`src/rtl/alu_pkg.sv`:
```
// Shared constants for the lab ALU datapath arithmetic blocks.
package alu_pkg;

    localparam int unsigned ADDSUB_W = 2;

    localparam logic OP_ADD = 1'b0;
    localparam logic OP_SUB = 1'b1;

endpackage : alu_pkg

```
`src/rtl/twos_compl_addsub_full_adder.sv`:
```
// Single-bit full adder, one stage of the add/subtract ripple chain.
module full_adder (
    input  logic a,
    input  logic b,
    input  logic cin,
    output logic s,
    output logic cout
);

    // Sum and carry of three single-bit inputs.
    always_comb begin
        s    = a ^ b ^ cin;
        cout = (a & b) | (a & cin) | (b & cin);
    end

endmodule : full_adder

```
`src/rtl/twos_compl_addsub.sv`:
```
// 2-bit two's-complement adder/subtractor with registered sum, carry,
// signed-overflow flag and result-valid strobe (latency 1 cycle).
module twos_compl_addsub
    import alu_pkg::*;
(
    input  logic       clk,
    input  logic       rst,
    input  logic [1:0] x,
    input  logic [1:0] y,
    input  logic       subc,
    input  logic       in_valid,
    output logic       s0,
    output logic       s1,
    output logic       c2,
    output logic       ovf,
    output logic       out_valid
);

    logic [ADDSUB_W-1:0] w_yb;
    logic                w_sub;
    logic                w_s0;
    logic                w_s1;
    logic                w_c1;
    logic                w_c2;
    logic                w_ovf;

    logic                r_s0;
    logic                r_s1;
    logic                r_c2;
    logic                r_ovf;
    logic                r_out_valid;

    // Subtract = add the ones' complement of y with subc as carry-in.
    always_comb begin
        w_sub = (subc == OP_SUB);
        w_yb  = y ^ {ADDSUB_W{w_sub}};
    end

    full_adder u_fa0 (
        .a    (x[0]),
        .b    (w_yb[0]),
        .cin  (w_sub),
        .s    (w_s0),
        .cout (w_c1)
    );

    full_adder u_fa1 (
        .a    (x[1]),
        .b    (w_yb[1]),
        .cin  (w_c1),
        .s    (w_s1),
        .cout (w_c2)
    );

    // Signed overflow: carry into the MSB differs from carry out of it.
    always_comb begin
        w_ovf = w_c1 ^ w_c2;
    end

    // Output registers: results captured only on valid input, strobe every cycle.
    always_ff @(posedge clk) begin
        if (rst) begin
            r_s0        <= 1'b0;
            r_s1        <= 1'b0;
            r_c2        <= 1'b0;
            r_ovf       <= 1'b0;
            r_out_valid <= 1'b0;
        end else begin
            r_out_valid <= in_valid;
            if (in_valid) begin
                r_s0  <= w_s0;
                r_s1  <= w_s1;
                r_c2  <= w_c2;
                r_ovf <= w_ovf;
            end
        end
    end

    assign s0        = r_s0;
    assign s1        = r_s1;
    assign c2        = r_c2;
    assign ovf       = r_ovf;
    assign out_valid = r_out_valid;

endmodule : twos_compl_addsub

```
`config.mk`:
```
export PLATFORM = sky130hd
export DESIGN_NAME = twos_compl_addsub
export DESIGN_NICKNAME = d
export VERILOG_FILES = /design/src/rtl/alu_pkg.sv /design/src/rtl/twos_compl_addsub_full_adder.sv /design/src/rtl/twos_compl_addsub.sv
export SDC_FILE = /design/constraint.sdc
export NUM_CORES = 1
export LEC_CHECK = 0
export CAP_MARGIN = 20
export CORE_AREA = 4 4 41 43
export DETAILED_ROUTE_END_ITERATION = 10
export DIE_AREA = 0 0 45 47
export PLACE_DENSITY_LB_ADDON = 0.3
export RECOVER_POWER = 25
export SYNTH_ARGS = -nofsm -noshare
export SYNTH_HDL_FRONTEND = slang
export SYNTH_SLANG_ARGS = --single-unit
```
`constraint.sdc`:
```
create_clock -name clk -period 2.9 [get_ports clk]
set_input_delay 0.87 -clock clk [delete_from_list [all_inputs] [get_ports clk]]
set_output_delay 0.87 -clock clk [all_outputs]
set_load 0.01 [all_outputs]
```
==> summary.md <==
| Metric | Value |
|---|---|
| Status | complete, no violations |
| Mapped Cells | 21 |
| Post-CTS Hold Buffers | 0 |
| CP top delay family | buffers and inverters |
| Cell Pwr Density | 526 mW/mm2 |
| Critical path buffers and inverters | 1 |
| Max Slew Vio Count | 0 |
| Core ar. | 0.00130 mm2 |
| Starting DRT DRC Count | 1 |
| Setup_tns | 0 ns |
| Clock tree buffer depth | 2 |
| Minimum clock period | 2.19 ns |
| Gpl congestion | 0.624 |
| Rel. slew slack | 80.0% |
| IO Count | 13 |
| Period utilization | 75.6% |
| Worst hold path type | flip-flop to flip-flop |
| Quantity of I/O buffers inserted on ports | 12 |
| Max cap viols | 0 |
| Gr usage total | 5.61% |
| Critical path launch point | y[0] |
| # placed instances | 47 |
| Crit start category | primary input |
| Crit path arrival time | 2.34 ns |
| Worst slew pin tran | 0.299 ns |
| Final hold violation count | 0 |
| Initial core utilization | 17.3% |
| RSZ-0062 raised after global routing | false |
| Area delta synth->final | 71.1% |
| Cell taking the most area after synthesis | dfxtp_1 |
| CP Class | primary input to flip-flop |
| First-pass GRT wire length | 717 um |
| R2R depth | 2 |
| CTS resizes | 0 |
| RR Startpoint | s0 |
| Placed cell area | 359 um2 |
| Peak supply drop | 0.130 mV |
| Die area | 0.00212 mm2 |
| CTS root buf | clkbuf_4 |
| Leakage | 0.141 nW |
| Die width | 45 um |
| Clk_skew | 0 ns |
| Vias per inst | 3.67 |
| Ant diodes | 0 |
| Slowest cell on crit path | clkdlybuf4s50_1 |
| Critical-path maximum fanout | 2 |
| WL/cell | 8.69 um |
| Die H | 47 um |
| Crit-path cells | clkdlybuf4s50_1 -> mux2i_2 -> fa_1 -> a211oi_1 |
| # DRC | 0 |
| DR pass1 iterations | 2 |
| Clk slew on worst S/H paths | 0.04 ns |
| Syn_nets | 30 |
| Antenna violations before repair | 0 |
| Register area share after synthesis | 44.4% |
| Post-route ant nets | 0 |
| DR vias | 187 |
| Synth unique cells | 10 |
| Hold Slack | 0.486 ns |
| CP Depth | 4 |
| Setup crit end kind | flip-flop |
| Max Fclk | 0.456 GHz |
| Yosys reg bits | 5 |
| WP data required | 3.05 ns |
| Clock Latency Late Sink | 0.24 ns |
| Synth top area share | 44.4% |
| # nets final | 46 |
| Ys Warns | 0 |
| Top post-synthesis cells by area | dfxtp_1 44%, xnor2_1 12%, a211oi_1 10%, fa_1 8.9%, nor2_1 6.7% |
| Largest net degree at the start of global routing | 10 |
| Setup Buffers After CTS | 0 |
| Num CTS Buffers | 3 |
| Post-layout util | 29.6% |
| Post-DP HPWL | 364 um |
| Post-Syn Area | 225 um2 |
| DRT Wirelength | 443 um |
| Clock sinks | 5 |
| Row count | 13 |
| # H-tree levels | 1 |
| Reg2reg setup slack | 2.25 ns |
| Setup-failing EPs final | 0 |
| Syn_area_per_cell | 10.7 um2 |
| Layout Cells excl Fill | 51 |
| Vias in the first global route | 178 |
| Crit-path max cell delay | 0.52 ns |
| Share of cells above drive strength 1 | 13.9% |
| CTS tree | done |
| Global route overflow | 0 |
| Finished Cell Area | 385 um2 |
| Crit path capture | s1 |
| FF-to-FF End | s0 |
## synthesized netlist by cell type
master and number:
fa_1 1, nor2b_1 1, nor2_1 4, buf_2 1, mux2i_2 1, dfxtp_1 5
a211oi_2 1, inv_1 1, a211oi_1 3, xnor2_1 3
## worst reg2reg max path: stages, from the launching register on
cell and delay [ns]:
dfxtp_1 0.32, nor2_1 0.04, a211oi_1 0.20
## power breakdown
part,internal (mW),switching [mW]
clock,0.0520,0.0276
sequential,0.0749,0.00265
combinational,0.0278,0.0177
total,0.155,0.0480
## worst min-delay path by stage
stage                     start  end  slack [ns]  cells past startpoint
final                        c2   c2        0.49                      2
after global routing         s1   s1        0.51                      2
after global placement       s1   s1        0.48                      2
after CTS                    s0   s0        0.49                      2
after floorplan              c2   c2        0.50                      2
after detailed placement     s0   s0        0.49                      2
## cell families after synthesis
group / Yosys count / share of synthesized area, %
AND/OR/NAND/NOR: 5 / 9.44
AO/OA/AOI/OAI: 4 / 15.6
adder cells (fa/ha/maj): 1 / 8.89
flip-flops: 5 / 44.4
buffers and inverters: 2 / 3.89
multiplexers: 1 / 6.11
XOR/XNOR: 3 / 11.7
## area by class of cell
type | count | area, um2
fill | 157 | 916
timing repair buffer | 12 | 120
multi-input combinational | 14 | 116
sequential | 5 | 100
clock buffer | 4 | 26.3
tap | 15 | 18.8
inverter | 1 | 3.75
## placed cells by master, fill, tap and decap left out
cell type | netlist | final
fa_1 | 1 | 1
nor2b_1 | 1 | 1
xnor2_1 | 3 | 3
clkbuf_4 | 0 | 3
mux2i_2 | 1 | 1
dlygate4sd3_1 | 0 | 1
dfxtp_1 | 5 | 5
clkbuf_1 | 0 | 1
clkdlybuf4s50_1 | 0 | 11
a211oi_1 | 3 | 3
a211oi_2 | 1 | 1
inv_1 | 1 | 1
nor2_1 | 4 | 4
## per-stage QoR
stage	setup WS (ns)	total power [mW]
after global routing	0.644	0.213
after global placement	0.482	0.125
after floorplan	1.07	0.100
after CTS	0.705	0.209
after detailed placement	0.451	0.125
final	0.709	0.203
## flip-flops by register name, summed over array words and instances, names as in the netlist
name / flops
s0: 1
ovf: 1
s1: 1
c2: 1
out_valid: 1
## routing by layer
layer	track usage [%]	wire length [um]
met3	1.15	45
met5	0	0
met4	12.3	19
met1	5.45	183
met2	6.50	195
Note: power is estimated with default switching activity, not from simulation.
